==> config.mk <==
export PLATFORM = sky130hd
export DESIGN_NAME = l3_target
export DESIGN_NICKNAME = d
export VERILOG_FILES = /design/src/rtl/l3_target.sv
export SDC_FILE = /design/constraint.sdc
export NUM_CORES = 1
export LEC_CHECK = 0
export CORE_MARGIN = 1
export CORE_UTILIZATION = 50
export DETAILED_ROUTE_END_ITERATION = 8
export PLACE_DENSITY = 0.75
export SKIP_LAST_GASP = 1
export SYNTH_ARGS = -nofsm -noshare
export SYNTH_HDL_FRONTEND = slang
export SYNTH_SLANG_ARGS = --single-unit
==> constraint.sdc <==
create_clock -name clk -period 3.6 [get_ports clk]
set_input_delay 0.36 -clock clk [delete_from_list [all_inputs] [get_ports clk]]
set_output_delay 0.36 -clock clk [all_outputs]
set_load 0.01 [all_outputs]
==> src/rtl/l3_target.sv <==
// l3_target: command-driven target with a 16x32 word buffer.
//   A command (sel & cmd_vld in IDLE) selects write (0x01) or read (0x02)
//   of cmd_len+1 words starting at cmd_addr. Any other opcode completes
//   at once with a bad-opcode code. Every completion pulses resp_vld for
//   one cycle. Dropping sel mid-command abandons it silently.
// Ports:
//   clk, rst                 clock, synchronous active-high reset
//   sel, cmd_vld             target select, command strobe
//   cmd_op/addr/len          opcode, start word, word count minus one
//   wd, wd_vld / wd_rdy      write data handshake
//   rd, rd_vld               read data stream (no backpressure)
//   resp, resp_vld           completion code and strobe
// Config macro: L3_TARGET_RANGE_CHK_EN -- when defined, a command whose
//   span runs past word 15 completes with code 0x01 and moves no data;
//   otherwise the pointer wraps 15 -> 0.
module l3_target (
   input  logic        clk,
   input  logic        rst,
   input  logic        sel,
   input  logic        cmd_vld,
   input  logic [7:0]  cmd_op,
   input  logic [3:0]  cmd_addr,
   input  logic [3:0]  cmd_len,
   input  logic [31:0] wd,
   input  logic        wd_vld,
   output logic [31:0] rd,
   output logic        rd_vld,
   output logic        wd_rdy,
   output logic [7:0]  resp,
   output logic        resp_vld
);

   typedef enum logic [1:0] {IDLE, WR, RD, RESP} state_t;

   localparam logic [7:0] OP_WR   = 8'h01;
   localparam logic [7:0] OP_RD   = 8'h02;
   localparam logic [7:0] RC_OK   = 8'h00;
   localparam logic [7:0] RC_RNG  = 8'h01;
   localparam logic [7:0] RC_BOP  = 8'h02;

   state_t      state_q, state_d;
   logic [3:0]  ptr_q, ptr_d;
   logic [3:0]  cnt_q, cnt_d;
   logic [7:0]  code_q, code_d;
   logic [31:0] mem_q [16];
   logic [31:0] mem_d [16];
   logic [31:0] rd_q, rd_d;
   logic        rd_vld_q, rd_vld_d;
   logic        wd_rdy_q, wd_rdy_d;
   logic [7:0]  resp_q, resp_d;
   logic        resp_vld_q, resp_vld_d;
   logic        range_err;

   always_comb begin
      range_err = 1'b0;
`ifdef L3_TARGET_RANGE_CHK_EN
      range_err = ({1'b0, cmd_addr} + {1'b0, cmd_len}) > 5'd15;
`endif
      state_d = state_q;
      ptr_d   = ptr_q;
      cnt_d   = cnt_q;
      code_d  = code_q;
      mem_d   = mem_q;

      case (state_q)
         IDLE: begin
            if (sel && cmd_vld) begin
               ptr_d = cmd_addr;
               cnt_d = cmd_len;
               if (cmd_op == OP_WR || cmd_op == OP_RD) begin
                  if (range_err) begin
                     code_d  = RC_RNG;
                     state_d = RESP;
                  end else begin
                     code_d  = RC_OK;
                     state_d = (cmd_op == OP_WR) ? WR : RD;
                  end
               end else begin
                  code_d  = RC_BOP;
                  state_d = RESP;
               end
            end
         end
         WR: begin
            // Abort wins over a simultaneous transfer: nothing is written.
            if (!sel) begin
               state_d = IDLE;
            end else if (wd_vld) begin
               mem_d[ptr_q] = wd;
               ptr_d        = ptr_q + 4'd1;
               cnt_d        = cnt_q - 4'd1;
               if (cnt_q == 4'd0) state_d = RESP;
            end
         end
         RD: begin
            if (!sel) begin
               state_d = IDLE;
            end else begin
               ptr_d = ptr_q + 4'd1;
               cnt_d = cnt_q - 4'd1;
               if (cnt_q == 4'd0) state_d = RESP;
            end
         end
         RESP:    state_d = IDLE;
         default: state_d = IDLE;
      endcase

      // Outputs are registered from the next state so that the first
      // wd_rdy / rd_vld appears the cycle after command acceptance.
      wd_rdy_d   = (state_d == WR);
      rd_vld_d   = (state_d == RD);
      resp_vld_d = (state_d == RESP);
      resp_d     = resp_vld_d ? code_d : resp_q;
      rd_d       = rd_vld_d ? mem_q[ptr_d] : rd_q;
   end

   always_ff @(posedge clk) begin
      if (rst) begin
         state_q    <= IDLE;
         ptr_q      <= 4'd0;
         cnt_q      <= 4'd0;
         code_q     <= RC_OK;
         rd_q       <= 32'd0;
         rd_vld_q   <= 1'b0;
         wd_rdy_q   <= 1'b0;
         resp_q     <= RC_OK;
         resp_vld_q <= 1'b0;
         for (int i = 0; i < 16; i++) mem_q[i] <= 32'd0;
      end else begin
         state_q    <= state_d;
         ptr_q      <= ptr_d;
         cnt_q      <= cnt_d;
         code_q     <= code_d;
         rd_q       <= rd_d;
         rd_vld_q   <= rd_vld_d;
         wd_rdy_q   <= wd_rdy_d;
         resp_q     <= resp_d;
         resp_vld_q <= resp_vld_d;
         mem_q      <= mem_d;
      end
   end

   assign rd       = rd_q;
   assign rd_vld   = rd_vld_q;
   assign wd_rdy   = wd_rdy_q;
   assign resp     = resp_q;
   assign resp_vld = resp_vld_q;

endmodule

### After elaboration in Yosys (flattened, before gate mapping)

Index checks and enable logic that the tools add are counted.

| word-level totals | value |
|---|---|
| bits in registers | 573 |
| bits of input ports | 53 |
| output and inout bits | 43 |
| logic and storage cells | 79 |

| operators by class | value |
|---|---|
| add/sub/neg operators | 2 |
| order comparisons | 3 |
| equal/unequal tests | 12 |
| multiplexer cells | 27 |
| bitwise logic cells | 2 |
| reduce and logical (&&, ||, !) cells | 8 |

Operator list:

| cell | number |
|---|---|
| 512-bit bitwise mux | 1 |
| 32-bit binary-select mux with 4-bit select | 1 |
| 32-bit demux with 4-bit select | 1 |
| 32-bit two-way mux | 3 |
| 4-bit two-way mux | 8 |
| 4-bit case mux with 3 select lines | 2 |
| 2-bit two-way mux | 8 |
| 8-bit two-way mux | 2 |
| 5-bit greater-or-equal comparator (second input constant) | 2 |
| 4-bit NOT with 5-bit output | 2 |
| 2-bit equality test (second input constant) | 4 |
| 8-bit by 1-bit equality test with 1-bit output (second input constant) | 1 |
| 8-bit by 2-bit equality test with 1-bit output (second input constant) | 1 |
| 2-bit inequality test (second input constant) | 4 |
| 2-bit case mux with 4 select lines | 1 |
| 5-bit by 1-bit less-than comparator with 1-bit output (second input constant) | 1 |
| 5-bit AND reduction | 1 |
| 4-bit by 1-bit adder with 4-bit output (second input constant) | 1 |
| 2-bit by 1-bit equality test with 1-bit output (second input constant) | 2 |
| 4-bit logical NOT | 1 |
| 4-bit by 1-bit subtractor with 4-bit output (second input constant) | 1 |
| 3-bit AND reduction | 1 |
| 3-bit nonzero test | 1 |
| 1-bit logical AND | 2 |
| 2 further kinds | 2 |

### Longest topological paths before layout

| depth | value |
|---|---|
| depth in word-level cells | 8 |
| depth in mapped cells | 14 |

### Worst setup path after synthesis

Ideal clock, no wire load.

| timing | value |
|---|---|
| path type | register to register |
| from | register state_q[0] |
| to | register rd_q[10] (netlist: rd[10]) |
| setup time | 73 ps |
| arrival | 2,885 ps |
| required time | 3,527 ps |
| slack | 642 ps |
| cell stages (with the launch flop) | 14 |
| buffers on the path | 4 |
| cell sequence | dfxtp_1 > inv_1 > ha_1 > o21ba_1 > or4_1 > buf_2 > o211a_1 > buf_2 > buf_2 > buf_1 > mux2i_1 > a32oi_1 > a31oi_1 > nor3_2 |

| between the ends | value |
|---|---|
| cells in the longest elaborated chain, start to end | 6 |

RTL lines:

| element | line | text |
|---|---|---|
| start: declaration | 41 | `state_t state_q, state_d;` |
| start signal: assignment | 130 | `state_q <= state_d;` |
| 2-bit equality test (tied with other cells) | 65 | `case (state_q)` |
| 4-bit case mux with 3 select lines | 65 |  |
| 4-bit NOT with 5-bit output (not written as such) | 114 | `rd_d = rd_vld_d ? mem_q[ptr_d] : rd_q;` |
| 32-bit binary-select mux with 4-bit select | 114 |  |
| 32-bit two-way mux (not written as such) (2 in series) | 114 |  |
| end signal: assignment | 134 | `rd_q <= rd_d;` |
| end: declaration | 47 | `logic [31:0] rd_q, rd_d;` |

Parallel ways exist; a longest one is shown, timed or not. The select of a mux whose other input is x is not followed.
A chain may end at the register's enable or synchronous reset.

### Worst setup path in the final report

| timing | value |
|---|---|
| from | register state_q[0] |
| to | register rd_q[14] (netlist: rd[14]) |

The elaborated chain is that of the path after synthesis.

==> flow_metrics.py <==
metrics = {
    "floorplan": {
        "die_w_um": 223.4,
        "boundaryPins": 96,
        "core.rowCount": 80,
        "die_y_um": 223.4,
        "fp.dieArea_mm2": 0.04990,
        "core_mm2": 0.04805,
        "initial_utilization": 0.5100,
    },
    "setup_path": {
        "cpLargestDelayFamily": "compound AO/OA/AOI/OAI gates",
        "cp.arrival_ps": 3850,
        "worstPathRequired_ps": 4150,
        "cp_common_cell": "buf_12",
        "critPathCaptureType": "flip-flop",
        "cp.depth": 11,
        "critPathKind": "flip-flop to flip-flop",
        "cp_slowest_stage_delay_ps": 600,
        "rr_worst_depth": 11,
        "crit_path_cell_trace": "inv_1 -> ha_1 -> o21ba_1 -> or4_4 -> o211ai_4 -> buf_12 -> buf_12 -> nand2_1 -> a32o_1 -> a221o_1 -> nor3_2",
        "critPathLaunchType": "flip-flop",
        "crit_buf_inv": 3,
        "critPathMaxFanout": 39,
        "crit_slowest_cell": "or4_4",
    },
    "logic_synthesis": {
        "synth-edff-count": 0,
        "synth.area.top_cells": "dfxtp_1 47%, nand2_1 21%, a21oi_1 13%",
        "syn-cell-area_mm2": 0.02450,
        "synth-seq-cells": 573,
        "synth.distinct_cells": 52,
        "syn-num-nets": 3452,
        "ys.flop_type": "dfxtp_1",
        "synth_top_area_frac": 0.4681,
        "syn_inst": 3389,
        "ys_seq_area_frac": 0.4681,
        "synth_top_cell_by_area": "dfxtp_1",
        "synth_area_per_cell_um2": 7.231,
        "synth-async-reset-ratio": 0,
        "synth_warnings": 0,
    },
    "power_and_ir_drop": {
        "total_power_mw": 14.69,
        "p_leak_nw": 9.175,
        "max-vdd-ir-drop_v": 0.0003532,
        "power.density_mw_per_mm2": 516.7,
    },
    "grt": {
        "grt.total_usage": 0.3254,
        "grt_pass1_vias": 21920,
        "antenna_found_initial": 5,
        "grt_start_max_net_pins": 107,
        "grt_pass1_wl_um": 126800,
        "overflow": 0,
    },
    "clocking": {
        "path_clk_slew_ps": 60,
        "cts_buffers": 58,
        "postCtsSetupBuffers": 0,
        "clk_path_buf_depth": 3,
        "cts.root.buffer_cell": "clkbuf_16",
        "cts_tree": "done",
        "clkSinkCount": 573,
        "cts.htree.levels": 2,
        "insertion_delay_ps": 620,
    },
    "status": {
        "status": "finished, final reports clean",
    },
    "timing": {
        "max_freq_mhz": 302.7,
        "maxSlewViolCount": 0,
        "tightest_slew_ps": 1007,
        "period_share": 0.9178,
        "fin_crit_ps": 3304,
        "hold_viol": 0,
        "setup_viol": 0,
        "skew_ps": 14.23,
        "relSlewSlack": 0.3273,
        "rsz0062_at_grt": "false",
        "setup_tns_ps": 0,
    },
    "routing": {
        "post_drt_wl_per_cell_um": 20.53,
        "drc_errors": 0,
        "via_per_inst": 5.914,
        "num_vias": 23670,
        "ant_nets": 0,
        "dr.pass1.iters": 6,
        "drt_iter0_markers": 3127,
        "wl_um": 82170,
    },
    "final_layout": {
        "fin_nets": 3405,
        "regArea_mm2": 0.01147,
        "final_common_cell": "nand2_1",
        "multi_input_area_mm2": 0.01193,
        "n_fill_cell": 4294,
        "final_layout_size_suffix_gt1_frac": 0.08210,
        "areaGrowthSynthToFinish_pct": 16.05,
        "final_cell_mix": "1388 x nand2_1, 622 x a21oi_1, 573 x dfxtp_1",
    },
    "flow_run": {
        "maxCapViolations": 0,
    },
    "worst_hold_path": {
        "hp-class": "input port to flip-flop",
        "min_path_cells": 2,
    },
    "placed_design": {
        "numPortBuffers": 95,
        "gp_congestion": 0.8775,
        "hpwl_um": 50430,
    },
}
==> layout make-up <==
cell class | instances | share of cell area
antenna | 2 | 0.0001760
clock buffer | 83 | 0.06107
clock inverter | 21 | 0.008623
inverter | 11 | 0.001452
multi-input combinational | 2482 | 0.4195
sequential | 573 | 0.4034
tap | 615 | 0.02706
timing repair buffer | 216 | 0.07875
==> worst paths after layout <==
check	startpoint	to	slack [ps]
setup / recovery	state_q[0]$_SDFF_PP0_	rd[14]$_SDFFE_PP0N_	300
hold / removal	rst	mem_q[398]$_SDFFE_PP0P_	250
setup reg to reg	state_q[0]$_SDFF_PP0_	rd[14]$_SDFFE_PP0N_	300
hold reg to reg	mem_q[297]$_SDFFE_PP0P_	mem_q[297]$_SDFFE_PP0P_	450
==> metrics by stage <==
step | hold WS [ps] | utilization | worst slack, ps | cell area (µm²) | std cells
after floorplan | 429.4 | - | 642.2 | 24500 | 3389
after global placement | 441.3 | 0.5505 | 73.80 | 26450 | 3897
after detailed placement | 446.3 | 0.5505 | 58.38 | 26450 | 3897
after CTS | 245.7 | 0.5917 | 163.9 | 28430 | 4001
after global routing | 289.2 | 0.5918 | 79.92 | 28430 | 4001
final | 254.7 | 0.5919 | 295.9 | 28440 | 4003
==> state kept, by name, summed over array words and instances (netlist names), named ones only <==
name and cells:
resp 8, rd_vld 1, code_q 8, cnt_q 4, ptr_q 3, state_q 2
rd 32, wd_rdy 1, mem_q 512, resp_vld 1
==> cells in the mapped netlist, types with 2 or more instances <==
| cell type | number |
|---|---|
| nor3_2 | 20 |
| a211oi_1 | 2 |
| nand3b_1 | 2 |
| nor2_1 | 64 |
| mux2i_1 | 34 |
| a32o_1 | 31 |
| and2_1 | 8 |
| a22oi_1 | 5 |
| a221o_1 | 32 |
| a21oi_1 | 624 |
| dfxtp_1 | 573 |
| o21a_1 | 3 |
| inv_1 | 11 |
| a22o_1 | 32 |
| nand3_1 | 82 |
| nor4_1 | 4 |
| nor2b_1 | 5 |
| nor3b_1 | 2 |
| nand2_1 | 1388 |
| nand2b_1 | 4 |
| nor3_1 | 19 |
| buf_2 | 50 |
| a31oi_1 | 32 |
| buf_1 | 7 |
| and3_1 | 2 |
| or4_1 | 2 |
| a32oi_1 | 31 |
| nand4_1 | 9 |
| o21ai_0 | 14 |
| a21o_1 | 3 |
| clkbuf_1 | 264 |
| ha_1 | 10 |
==> kinds of logic after synthesis <==
| kind of cell | count (synthesis) | share of synthesized area |
|---|---|---|
| adder cells (fa/ha/maj) | 10 | 0.005106 |
| multiplexers | 34 | 0.01389 |
| buffers and inverters | 334 | 0.05417 |
| AO/OA/AOI/OAI | 822 | 0.1958 |
| AND/OR/NAND/NOR | 1616 | 0.2629 |
| flip-flops | 573 | 0.4681 |
==> per-layer routing <==
layer / share of wire / wire length [µm] / global-route usage
met1: 0.42 / 34390 / 0.4423
met2: 0.44 / 36000 / 0.5020
met3: 0.11 / 8682 / 0.07020
met4: 0.037 / 3048 / 0.1299
met5: 0.00044 / 36 / 0
==> report_power, final <==
| part | leakage (nW) | internal, mW | switching [mW] |
|---|---|---|---|
| registers | 4.62 | 6.42 | 0.0907 |
| clock network | 0.980 | 3.69 | 2.58 |
| logic | 3.57 | 0.655 | 1.26 |
| total | 9.18 | 10.8 | 3.93 |
==> timing repair <==
item | 4_1_cts | 5_1_grt
resized for setup | 0 | 1
setup endpoints to repair | 0 | 11
hold buffers | 0 | 0
(Power assumes the default switching activity.)
